**src/rtl/timer_pkg.sv**
```systemverilog
// Shared constants for the machine timer peripheral: register offsets,
// CTRL bit positions and the compare register reset value.
package timer_pkg;

  // Byte offsets of the registers inside the 32-byte window
  localparam logic [4:0] OFF_MTIME_LO    = 5'h00;
  localparam logic [4:0] OFF_MTIME_HI    = 5'h04;
  localparam logic [4:0] OFF_MTIMECMP_LO = 5'h08;
  localparam logic [4:0] OFF_MTIMECMP_HI = 5'h0C;
  localparam logic [4:0] OFF_CTRL        = 5'h10;
  localparam logic [4:0] OFF_PRESCALE    = 5'h14;
  localparam logic [4:0] OFF_STATUS      = 5'h18;
  localparam logic [4:0] OFF_RSVD        = 5'h1C;

  // CTRL register bit positions
  localparam int CTRL_EN     = 0;
  localparam int CTRL_IRQ_EN = 1;

  // mtimecmp comes out of reset as far in the future as possible
  localparam logic [63:0] MTIMECMP_RST = 64'hFFFF_FFFF_FFFF_FFFF;

  // Word index (addr[4:2]) to byte offset; byte lanes are not decoded
  function automatic logic [4:0] word_off(input logic [2:0] idx);
    return {idx, 2'b00};
  endfunction

endpackage

```
**src/rtl/timer_prescaler.sv**
```systemverilog
// Prescaler for the machine timer: holds the reload value and a down-counter
// that emits a one-cycle tick each time it passes through zero while enabled.
module timer_prescaler #(
  parameter int PRESCALE_W = 16
) (
  input  logic                  clk,
  input  logic                  rst,
  input  logic                  en,
  input  logic                  load,
  input  logic [PRESCALE_W-1:0] load_val,
  output logic [PRESCALE_W-1:0] reload,
  output logic                  tick
);

  logic [PRESCALE_W-1:0] reload_q, reload_d;
  logic [PRESCALE_W-1:0] cnt_q, cnt_d;

  // Tick when enabled and the counter sits at zero
  assign tick   = en && (cnt_q == '0);
  assign reload = reload_q;

  // Next-state: a reload write restarts the count, otherwise count down and wrap to the reload value
  always_comb begin
    reload_d = reload_q;
    cnt_d    = cnt_q;
    if (load) begin
      reload_d = load_val;
      cnt_d    = load_val;
    end else if (en) begin
      if (cnt_q == '0) cnt_d = reload_q;
      else             cnt_d = cnt_q - PRESCALE_W'(1);
    end
  end

  // Prescaler state registers
  always_ff @(posedge clk or negedge rst) begin
    if (!rst) begin
      reload_q <= '0;
      cnt_q    <= '0;
    end else begin
      reload_q <= reload_d;
      cnt_q    <= cnt_d;
    end
  end

endmodule

```
**src/rtl/timer_irq_unit.sv**
```systemverilog
// Memory-mapped machine timer: 64-bit mtime advanced by the prescaler tick,
// 64-bit mtimecmp, sticky PENDING flag and a level interrupt to the core.
module timer_irq_unit #(
  parameter logic [31:0] BASE_ADDR  = 32'h8000_0000,
  parameter int          PRESCALE_W = 16
) (
  input  logic        clk,
  input  logic        rst,
  input  logic [31:0] addr,
  input  logic [31:0] wdata,
  input  logic        we,
  input  logic        re,
  output logic [31:0] rdata,
  output logic        hit,
  output logic        timer_irq
);

  import timer_pkg::*;

  logic [63:0] mtime_q, mtime_d;
  logic [63:0] mtimecmp_q, mtimecmp_d;
  logic [1:0]  ctrl_q, ctrl_d;
  logic        pending_q, pending_d;

  logic [4:0]            reg_off;
  logic                  wr_en;
  logic                  tick;
  logic                  match;
  logic                  pre_load;
  logic [PRESCALE_W-1:0] prescale;
  logic                  unused_addr_bits;

  assign unused_addr_bits = ^addr[1:0];

  // Window decode: the window is 32-byte aligned, so only addr[31:5] matter
  assign hit     = (addr[31:5] == BASE_ADDR[31:5]);
  assign reg_off = word_off(addr[4:2]);
  assign wr_en   = we && hit;
  assign pre_load = wr_en && (reg_off == OFF_PRESCALE);

  timer_prescaler #(
    .PRESCALE_W (PRESCALE_W)
  ) u_prescaler (
    .clk      (clk),
    .rst      (rst),
    .en       (ctrl_q[CTRL_EN]),
    .load     (pre_load),
    .load_val (wdata[PRESCALE_W-1:0]),
    .reload   (prescale),
    .tick     (tick)
  );

  // Compare on registered values; the interrupt is the registered flag gated by the registered enable
  assign match     = (mtime_q >= mtimecmp_q);
  assign timer_irq = pending_q && ctrl_q[CTRL_IRQ_EN];

  // Register-bank next state; a write to either mtime half swallows a coincident tick and its carry
  always_comb begin
    mtime_d    = mtime_q + 64'(tick);
    mtimecmp_d = mtimecmp_q;
    ctrl_d     = ctrl_q;
    pending_d  = pending_q;
    if (wr_en) begin
      case (reg_off)
        OFF_MTIME_LO:    mtime_d = {mtime_q[63:32], wdata};
        OFF_MTIME_HI:    mtime_d = {wdata, mtime_q[31:0]};
        OFF_MTIMECMP_LO: mtimecmp_d = {mtimecmp_q[63:32], wdata};
        OFF_MTIMECMP_HI: mtimecmp_d = {wdata, mtimecmp_q[31:0]};
        OFF_CTRL:        ctrl_d = wdata[1:0];
        OFF_STATUS:      if (wdata[0]) pending_d = 1'b0;
        default:         ;
      endcase
    end
    // A live match overrides a software clear in the same cycle
    if (match && ctrl_q[CTRL_EN]) pending_d = 1'b1;
  end

  // Read mux: combinational, returns the pre-write value on a simultaneous store
  always_comb begin
    rdata = '0;
    if (re && hit) begin
      case (reg_off)
        OFF_MTIME_LO:    rdata = mtime_q[31:0];
        OFF_MTIME_HI:    rdata = mtime_q[63:32];
        OFF_MTIMECMP_LO: rdata = mtimecmp_q[31:0];
        OFF_MTIMECMP_HI: rdata = mtimecmp_q[63:32];
        OFF_CTRL:        rdata = {30'b0, ctrl_q};
        OFF_PRESCALE:    rdata = 32'(prescale);
        OFF_STATUS:      rdata = {31'b0, pending_q};
        default:         rdata = '0;
      endcase
    end
  end

  // Register-bank state
  always_ff @(posedge clk or negedge rst) begin
    if (!rst) begin
      mtime_q    <= '0;
      mtimecmp_q <= MTIMECMP_RST;
      ctrl_q     <= '0;
      pending_q  <= 1'b0;
    end else begin
      mtime_q    <= mtime_d;
      mtimecmp_q <= mtimecmp_d;
      ctrl_q     <= ctrl_d;
      pending_q  <= pending_d;
    end
  end

endmodule

```
**config.mk**
```make
export PLATFORM = sky130hd
export DESIGN_NAME = timer_irq_unit
export DESIGN_NICKNAME = d
export VERILOG_FILES = /design/src/rtl/timer_pkg.sv /design/src/rtl/timer_prescaler.sv /design/src/rtl/timer_irq_unit.sv
export SDC_FILE = /design/constraint.sdc
export NUM_CORES = 1
export LEC_CHECK = 0
export ABC_CLOCK_PERIOD_IN_PS = 5300
export CORE_ASPECT_RATIO = 1.2
export CORE_UTILIZATION = 55
export CTS_CLUSTER_SIZE = 30
export DETAILED_ROUTE_END_ITERATION = 8
export GPL_TIMING_DRIVEN = 0
export PLACE_DENSITY = 0.75
export RECOVER_POWER = 50
export SLEW_MARGIN = 20
export SYNTH_ARGS = -nofsm -noshare
export SYNTH_HDL_FRONTEND = slang
export SYNTH_SLANG_ARGS = --single-unit
```
**constraint.sdc**
```tcl
create_clock -name clk -period 5.3 [get_ports clk]
set_input_delay 1.59 -clock clk [delete_from_list [all_inputs] [get_ports clk]]
set_output_delay 1.59 -clock clk [all_outputs]
set_load 0.1 [all_outputs]
```
==> results.sh, run 1 <==
export IMPL_power_switching_mw=0.6620
export IMPL_crit_fanout=8
export IMPL_cts_buffers=17
export IMPL_hold_viol_final=0
export IMPL_rsz0062_at_grt="true"
export IMPL_powerDensity_nw_per_um2=201.6
export IMPL_pre_cts_slack_ps=-1576
export IMPL_crit_type="input pin to output pin"
export IMPL_timing_final_crit_share_pct=100.3
export IMPL_cts_root_buf="clkbuf_16"
export IMPL_rows=56
export IMPL_maxCapViolCount=1
export IMPL_crit_chain="dlygate4sd2_1 > nor4_2 > and4_4 > nand2_2 > nor3_4 > o211ai_4 > or2_4 > nor2b_4 > buf_12"
export IMPL_grt_antenna_before_repair=1
export IMPL_clkPwrFrac_pct=46.9
export IMPL_ir_drop_mv=0.1981
export IMPL_sequentialPowerShare_pct=45.8
export IMPL_dieArea_um2=20540
export IMPL_finClkSkew_ps=10.47
export IMPL_worst_slew_pin_slew_ps=3579
export IMPL_total_power_mw=2.722
export IMPL_start_kind="input pin"
export IMPL_final_max_slew_viol_count=77
export IMPL_yosysUniqueCellTypes=73
export IMPL_drive_gt1_share_pct=19.37
export IMPL_drt_iter0_markers=1141
export IMPL_htree_levels=4
export IMPL_via_per_inst=6.436
export IMPL_layout_common_cells="235 x nand2_1, 121 x nor2_1, 113 x o21ai_0"
export IMPL_cts_sinks=163
export IMPL_setup_viol=5
export IMPL_stdcell_area_um2=13500
export IMPL_port_buffers=96
export IMPL_clockBufferDepth=2
export IMPL_crit_path_end_kind="output pin"
export IMPL_n_fill_cell=1563
export IMPL_grt_max_degree=88
export IMPL_dp_hpwl_mm=28.08
export IMPL_synth_enable_flop_cells=0
export IMPL_internal_power_mw=2.060
export IMPL_crit_arrival_ps=3730
export IMPL_vias=11257
export IMPL_syn_area_um2=10980
export IMPL_core_area_um2=19550
export IMPL_post_drt_wl_per_cell_um=21.91
export IMPL_r2r_slack_ps=660
export IMPL_layout_commonest_cell="nand2_1"
export IMPL_crit_buf_inv=2
export IMPL_p_comb_share_pct=7.3
export IMPL_ctsHoldBuffers=0
export IMPL_cpPeakStageDelay_ps=410
export IMPL_worstPathRequired_ps=3710
export IMPL_place_area_um2=12560
export IMPL_dp_cells=1684
export IMPL_synth_nets=1462
export IMPL_ioPinCount=102
export IMPL_start_util_pct=56.18
export IMPL_setup_ws_ps=-18.36
export IMPL_crit_family="simple AND/OR/NAND/NOR gates"
export IMPL_synth_warnings=0
export IMPL_die_h_um=156.8
export IMPL_async_flop_share_pct=100.0
export IMPL_yosysSeqAreaShare_pct=37.87
export IMPL_grt_overflow=0
export IMPL_grt_first_pass_wirelength_mm=59.81
export IMPL_final_cells=1749
export IMPL_period_minus_slack_ps=5318
export IMPL_nets=1610
export IMPL_switching_share_pct=24.32
export IMPL_status="finished with violations"
export IMPL_maxSlewHeadroom_pct=-139.0
export IMPL_grt_util_all_layers_pct=39.14
export IMPL_worstSkewPairLatency_ps=440
export IMPL_p_leak_nw=5.777
export IMPL_avgSynthCellArea_um2=8.283
export IMPL_grt_pass1_vias=11344
export IMPL_clk_pin_slew_ps=60
export IMPL_slowest_stage="or2_4"
export IMPL_wl_mm=38.33
export IMPL_ys_ff_latch=163
export IMPL_place_gp_congestion=0.9537
export IMPL_syn2layout_area_growth_pct=22.91
export IMPL_hp_class="register to register"
export IMPL_utilization_pct=69.05
export IMPL_netlist_instances=1326
export IMPL_ant_nets=0
export IMPL_drt_first_pass_iters=6
export IMPL_drc=0
export IMPL_die_x_um=131
export IMPL_violations="capacitance limit, slew limit, setup timing"
export IMPL_fmax_mhz=188.0
export IMPL_synth_ff_type="dfrtp_1"
export IMPL_cts_tree="built"
[area by class of cell]
cell class                 instances  area [µm²]  share of cell area (%)
multi-input combinational       1013        6520                   48.30
sequential                       163        4159                   30.81
timing repair buffer             130        1275                   9.445
clock buffer                      21       470.5                   3.485
tap                              261       326.6                   2.419
inverter                          84       315.3                   2.336
buffer                            65       306.5                   2.271
clock inverter                    11       123.9                  0.9176
antenna                            1       2.502                 0.01854
[state kept, by name, indices dropped and copies added (netlist names)]
name and flops:
ctrl_q 2, mtime_q 64, mtimecmp_q 64, pending_q 1, u_prescaler.cnt_q 16, u_prescaler.reload 16
[power groups by stage]
stage          clock [mW]  sequential (mW)  combinational (mW)
6_report             1.28             1.25               0.198
3_3_place_gp            0             1.27               0.185
2_1_floorplan           0             1.27              0.0704
4_1_cts              1.28             1.25               0.194
3_5_place_dp            0             1.27               0.190
5_1_grt              1.33             1.25               0.211
[stage by stage]
stage / hold slack (ps) / TNS [ps]
floorplan: 456.1 / -23680
global placement: 472.0 / -592130
detailed placement: 479.6 / -44900
CTS: 488.4 / -26.55
global route: 505.3 / -587.2
finish: 488.2 / -45.08
[routing by layer]
layer | vias up | track usage, % | part of all wire (%)
met5 | - | 0 | 0
met4 | 0 | 27.09 | 6.9
met3 | 195 | 7.350 | 7.8
met2 | 612 | 64.47 | 48
met1 | 5417 | 45.76 | 37
li1 | 5033 | - | -
[cell usage after synthesis (6+ instances only)]
cell type | number | area, µm²
a221oi_1 | 10 | 87.58
o22ai_1 | 18 | 112.6
a211oi_1 | 31 | 232.7
nor2b_1 | 25 | 156.4
and4_1 | 7 | 61.31
o211ai_1 | 13 | 97.59
o32ai_1 | 6 | 52.55
dfstp_2 | 64 | 1682
a21oi_1 | 95 | 475.5
inv_1 | 83 | 311.6
nor4_1 | 16 | 100.1
nor3_1 | 18 | 90.09
a22oi_1 | 8 | 60.06
dfrtp_1 | 99 | 2477
nand4_1 | 19 | 118.9
clkbuf_1 | 46 | 172.7
o21a_1 | 6 | 45.04
mux4_2 | 22 | 495.5
mux2i_1 | 10 | 100.1
o31ai_1 | 6 | 45.04
ha_1 | 68 | 850.8
o21ai_0 | 113 | 565.5
and3_1 | 16 | 100.1
buf_2 | 11 | 55.05
nand2_1 | 237 | 889.6
nor2_1 | 147 | 551.8
nand3_1 | 43 | 215.2
[repair_timing]
item / CTS / global route
pin swaps: 12 / 1
resized for setup: 285 / 26
hold endpoints to repair: 0 / 0
endpoints found under the setup margin: 33 / 108
cloned: 0 / 0
setup buffers: 32 / 1
[worst register-to-register path, stage by stage (launching register included)]
cell and delay [ps]:
dfrtp_1 450, or4_4 610, nor4b_4 330, nand3_1 270, buf_2 310, nor2_1 200
ha_1 210, ha_1 200, nand2_1 110, nor2_1 370, and3_1 220, clkbuf_1 300
nand4_1 330, nor3_1 330, nor3_1 80, a211oi_1 220
[worst paths after layout]
path,from,to,cells past startpoint
worst max register to register,u_prescaler.cnt_q[7],mtime_q[58],15
max in group asynchronous,rst,u_prescaler.cnt_q[4],1
worst max-delay path,addr[16],rdata[20],9
worst min register to register,mtimecmp_q[22],mtimecmp_q[22],2
worst min-delay path,mtimecmp_q[22],mtimecmp_q[22],2
min in group asynchronous,rst,u_prescaler.reload[14],1
[cells by family (layout without fill, tap and decap cells)]
kind of cell             Yosys count  in the layout  synth area share (%)
AND/OR/NAND/NOR                  567            567                 24.14
AO/OA/AOI/OAI                    340            340                 18.84
flip-flops                       163            163                 37.87
buffers and inverters            150            311                 5.434
adder cells (fa/ha/maj)           68             68                 7.747
multiplexers                      35             35                 5.730
XOR/XNOR                           3              3                0.2393
other                              0              1                     0
No activity file was read; power rests on OpenSTA's default activity.
==> run 2: changes to the inputs <==
CAP_MARGIN = 20   (was default)
REMOVE_ABC_BUFFERS = 1   (was default)
==> run 2 against run 1 <==
The run still ends with capacitance limit, slew limit, setup timing left. Total power is 4.1% higher. Utilization is 1.5 points higher. Non-clock buffer count is 31 lower. Global-route usage is 0.69 points lower. Worst hold slack worse by 9.9 ps. Largest power group unchanged. Highest routed layer unchanged.
==> results.sh, run 2 (synthesis results as in run 1) <==
export IMPL_start_kind="input pin"
export IMPL_power_switching_mw=0.6750
export IMPL_rr_startpoint="u_prescaler.cnt_q[7]"
export IMPL_hold_viol_final=0
export IMPL_hold_ws_ps=478.3
export IMPL_cts_tree="built"
export IMPL_die_h_um=156.8
export IMPL_grt_pass1_vias=11158
export IMPL_grt_overflow=0
export IMPL_status="finished with violations"
export IMPL_post_drt_wl_per_cell_um=22.42
export IMPL_crit_path_end_kind="output pin"
export IMPL_cts_sinks=163
export IMPL_top_regs="mtime_q (64), mtimecmp_q (64)"
export IMPL_grt_antenna_before_repair=1
export IMPL_final_setup_tns_ps=-4754
export IMPL_drt_first_pass_iters=5
export IMPL_dp_hpwl_mm=24.17
export IMPL_cts_root_buf="clkbuf_16"
export IMPL_grt_util_all_layers_pct=38.45
export IMPL_layout_commonest_cell="nand2_1"
export IMPL_port_buffers=99
export IMPL_sequentialPowerShare_pct=44.0
export IMPL_hp_class="register to register"
export IMPL_via_per_inst=6.481
export IMPL_maxCapViolCount=2
export IMPL_min_path_cells=2
export IMPL_period_minus_slack_ps=5579
export IMPL_final_max_slew_viol_count=166
export IMPL_powerDensity_nw_per_um2=205.4
export IMPL_crit_arrival_ps=3990
export IMPL_rsz0062_at_grt="true"
export IMPL_ant_nets=0
export IMPL_grt_first_pass_wirelength_mm=59.14
export IMPL_r2r_slack_ps=460
export IMPL_ctsHoldBuffers=0
export IMPL_ir_drop_mv=0.2389
export IMPL_drive_gt1_share_pct=21.26
export IMPL_syn2layout_area_growth_pct=25.62
export IMPL_clkPwrFrac_pct=48.7
export IMPL_worstSkewPairLatency_ps=440
export IMPL_worst_slew_pin_slew_ps=2118
export IMPL_p_comb_share_pct=7.4
export IMPL_crit_type="input pin to output pin"
export IMPL_nets=1581
export IMPL_htree_levels=4
export IMPL_core_area_um2=19550
export IMPL_crit_fanout=8
export IMPL_layout_common_cells="229 x nand2_1, 125 x nor2_1, 105 x o21ai_0"
export IMPL_fmax_mhz=179.3
export IMPL_worstPathRequired_ps=3710
export IMPL_wl_mm=38.56
export IMPL_final_cells=1720
export IMPL_maxSlewHeadroom_pct=-41.23
export IMPL_place_gp_congestion=0.8762
export IMPL_holdPathEnd="mtimecmp_q[21]"
export IMPL_drt_iter0_markers=1095
export IMPL_violations="capacitance limit, slew limit, setup timing"
export IMPL_switching_share_pct=23.82
export IMPL_rows=56
export IMPL_dp_cells=1629
export IMPL_ioPinCount=102
export IMPL_setup_ws_ps=-278.8
export IMPL_setup_viol=33
export IMPL_dieArea_um2=20540
export IMPL_start_util_pct=56.18
export IMPL_reg2regPathDepth=12
export IMPL_r2r_end="mtime_q[49]"
export IMPL_p_leak_nw=5.959
export IMPL_finClkSkew_ps=10.50
export IMPL_internal_power_mw=2.159
export IMPL_timing_final_crit_share_pct=105.3
export IMPL_clockBufferDepth=2
export IMPL_die_x_um=131
export IMPL_holdCritStartpoint="mtimecmp_q[21]"
export IMPL_cts_buffers=17
export IMPL_drc=0
export IMPL_vias=11148
export IMPL_clk_pin_slew_ps=70
export IMPL_grt_max_degree=84
-- run 2: cell count changes in the layout (fill, tap and decap cells not counted), sizes merged --
cell,change
clkdlybuf4s15,+1
nand2,+1
clkbuf,-43
clkinvlp,-2
dlymetal6s2s,-1
clkinv,+2
bufbuf,+1
dlygate4sd2,-1
bufinv,+2
buf,+11
nor2,+1
inv,-1
-- run 2: critical path, stage by stage --
cell      delay [ps]
buf_6             90
or4_4            550
nor4_4           340
nand2_4           80
nor3_4           270
o211ai_4         180
buf_8            170
or2_4            340
nor2b_4          180
buf_12           180
-- run 2: cell type report --
| cell class | count | area [µm²] |
|---|---|---|
| inverters | 84 | 315.3 |
| multi-input cells | 1015 | 6581 |
| clock inverters | 12 | 177.7 |
| fillers | 1484 | 5752 |
| clock buffers | 20 | 466.7 |
| well taps | 261 | 326.6 |
| diodes | 1 | 2.502 |
| flip-flops and latches | 163 | 4159 |
| repair buffers | 164 | 1768 |
-- run 2: repair_timing --
item / in CTS / in global routing
setup endpoints to repair: 33 / 152
cloned: 1 / 4
pin swaps: 11 / 18
gates resized for setup: 286 / 108
setup buffers: 46 / 12
-- run 2: per-stage QoR --
step	setup slack, ps	total power [mW]	util [%]	instance area, µm²
2_1_floorplan	-2509	1.317	-	10700
3_3_place_gp	-4277	1.448	61.48	12020
3_5_place_dp	-2022	1.450	62.46	12210
4_1_cts	-112.1	2.815	68.31	13350
5_1_grt	-324.1	2.893	70.58	13800
6_report	-278.8	2.834	70.58	13800
-- run 2: power by group through the flow --
stage               clock (mW)  combinational [mW]  sequential [mW]
floorplan                    0              0.0488             1.27
global placement             0               0.180             1.27
detailed placement           0               0.183             1.27
CTS                       1.37               0.195             1.25
global route              1.42               0.225             1.25
finish                    1.38               0.209             1.25
-- run 2: metal layers --
metal / global-route usage (%) / wire, µm / vias to the layer above
li1: - / - / 4990
met1: 44.20 / 14350 / 5394
met2: 61.60 / 18690 / 599
met3: 12.82 / 3278 / 165
met4: 23.26 / 2246 / 0
met5: 0 / 0 / -
-- run 2: worst max-delay path by stage --
stage                     startpoint           to  cells past startpoint
after global placement           rst  mtime_q[21]                      1
after floorplan             addr[13]    rdata[17]                      7
after detailed placement    addr[13]    rdata[29]                     10
final                        addr[8]    rdata[25]                     10
after global routing        addr[13]    rdata[23]                     10
after CTS                    addr[8]    rdata[25]                     10
==> run 3: changes to the inputs <==
CORE_ASPECT_RATIO = default   (was 1.2)
==> run 3 against run 2 <==
The flow still finishes with violations (capacitance limit, slew limit, setup timing). Total power decreased by 2.2%. Global-route usage decreased by 3.9 points. Final cell count decreased by 2.4%. Fmax increased by 3.8%. Critical path type unchanged.
==> results.sh, run 3 (synthesis results as in run 1) <==
export IMPL_rsz0062_at_grt="true"
export IMPL_status="finished with violations"
export IMPL_ir_drop_mv=0.1993
export IMPL_drive_gt1_share_pct=16.69
export IMPL_crit_chain="buf_6 > or4_4 > nor4_4 > nand2_2 > nor3_4 > buf_12 > o211ai_4 > buf_12 > or2_4 > nor2b_4 > buf_12"
export IMPL_n_antenna_cell=0
export IMPL_cpMostUsedCell="buf_12"
export IMPL_grt_max_degree=92
export IMPL_min_path_cells=2
export IMPL_fmax_mhz=186.0
export IMPL_drt_first_pass_iters=6
export IMPL_r2r_end="mtime_q[49]"
export IMPL_grt_pass1_vias=10305
export IMPL_worstSkewPairLatency_ps=440
export IMPL_top_regs="mtime_q (64), mtimecmp_q (64)"
export IMPL_violations="capacitance limit, slew limit, setup timing"
export IMPL_holdCritStartpoint="mtimecmp_q[11]"
export IMPL_via_per_inst=6.331
export IMPL_cts_tree="built"
export IMPL_utilization_pct=67.22
export IMPL_dp_hpwl_mm=23.50
export IMPL_ctsHoldBuffers=0
export IMPL_slowest_stage="or4_4"
export IMPL_reg2regPathDepth=12
export IMPL_stdcell_area_um2=13130
export IMPL_cts_root_buf="clkbuf_16"
export IMPL_place_gp_congestion=0.8774
export IMPL_cpPeakStageDelay_ps=530
export IMPL_port_buffers=99
export IMPL_setup_ws_ps=-76.85
export IMPL_post_drt_wl_per_cell_um=20.30
export IMPL_place_area_um2=12210
export IMPL_ioPinCount=102
export IMPL_r2r_slack_ps=490
export IMPL_setup_viol=8
export IMPL_drt_iter0_markers=952
export IMPL_final_setup_tns_ps=-517.7
export IMPL_worstPathRequired_ps=3710
export IMPL_crit_path_end_kind="output pin"
export IMPL_ant_nets=0
export IMPL_start_util_pct=56.25
export IMPL_finClkSkew_ps=11.47
export IMPL_cts_sinks=163
export IMPL_vias=10629
export IMPL_timing_final_crit_share_pct=101.5
export IMPL_grt_first_pass_wirelength_mm=53.96
export IMPL_clockBufferDepth=2
export IMPL_pre_cts_slack_ps=-1849
export IMPL_nets=1537
export IMPL_total_power_mw=2.770
export IMPL_grt_antenna_before_repair=0
export IMPL_syn2layout_area_growth_pct=19.50
export IMPL_final_cells=1679
export IMPL_grt_util_all_layers_pct=34.51
export IMPL_n_fill_cell=1584
export IMPL_powerDensity_nw_per_um2=211.0
export IMPL_drc=0
export IMPL_rr_startpoint="u_prescaler.cnt_q[7]"
export IMPL_cts_buffers=17
export IMPL_dieArea_um2=20540
export IMPL_crit_type="input pin to output pin"
export IMPL_worst_slew_pin_slew_ps=2303
export IMPL_die_x_um=143.3
export IMPL_wl_mm=34.09
export IMPL_p_leak_nw=5.590
export IMPL_crit_arrival_ps=3790
export IMPL_hp_class="register to register"
export IMPL_die_h_um=143.3
export IMPL_clk_pin_slew_ps=60
export IMPL_layout_commonest_cell="nand2_1"
export IMPL_hold_viol_final=0
export IMPL_final_max_slew_viol_count=166
export IMPL_core_area_um2=19530
export IMPL_crit_fanout=8
export IMPL_maxSlewHeadroom_pct=-53.53
export IMPL_grt_overflow=0
export IMPL_holdPathEnd="mtimecmp_q[11]"
export IMPL_maxCapViolCount=2
export IMPL_htree_levels=4
export IMPL_dp_cells=1633
export IMPL_period_minus_slack_ps=5377
export IMPL_layout_common_cells="233 x nand2_1, 142 x nor2_1, 113 x o21ai_0"
export IMPL_start_kind="input pin"
export IMPL_hold_ws_ps=487.9
export IMPL_rows=51
run 3: worst max path at each step:
stage	endpoint	depth (start not counted)	from
detailed placement	rdata[31]	9	addr[13]
CTS	rdata[31]	11	addr[8]
finish	rdata[23]	11	addr[8]
global route	rdata[23]	11	addr[13]
floorplan	rdata[17]	7	addr[13]
global placement	u_prescaler.reload[12]	1	rst
run 3: cell type report:
cell class | count | area (µm²) | share of cell area [%]
inverters | 84 | 315.3 | 2.402
clock inverters | 13 | 173.9 | 1.325
clock buffers | 19 | 452.9 | 3.451
flip-flops and latches | 163 | 4159 | 31.69
repair buffers | 121 | 1286 | 9.800
multi-input cells | 1014 | 6406 | 48.81
well taps | 265 | 331.6 | 2.526
run 3: worst max-delay path, delay by kind of cell:
kind / cells / cell delay, ps
AND/OR/NAND/NOR: 6 / 1520
AO/OA/AOI/OAI: 1 / 80
buffers and inverters: 4 / 580
run 3: report_power, final:
part           total [mW]  switching (mW)  internal [mW]  leakage, nW
clock network        1.34           0.564          0.776        0.297
registers            1.25     0.000000108           1.25         1.81
logic               0.185           0.109         0.0753         3.48
run 3: routing by layer:
metal / wire, µm / up-vias / track usage (%)
met5: 0 / - / 0
met4: 1175 / 0 / 14.89
met3: 2955 / 93 / 6.198
met2: 16140 / 521 / 56.07
met1: 13820 / 5123 / 45.32
li1: - / 4892 / -
run 3: timing repair:
action / 4_1_cts / 5_1_grt
resized for setup: 299 / 6
endpoints found under the setup margin: 33 / 30
buffers inserted: 9 / 3
pin swaps: 12 / 3
gates cloned: 2 / 0
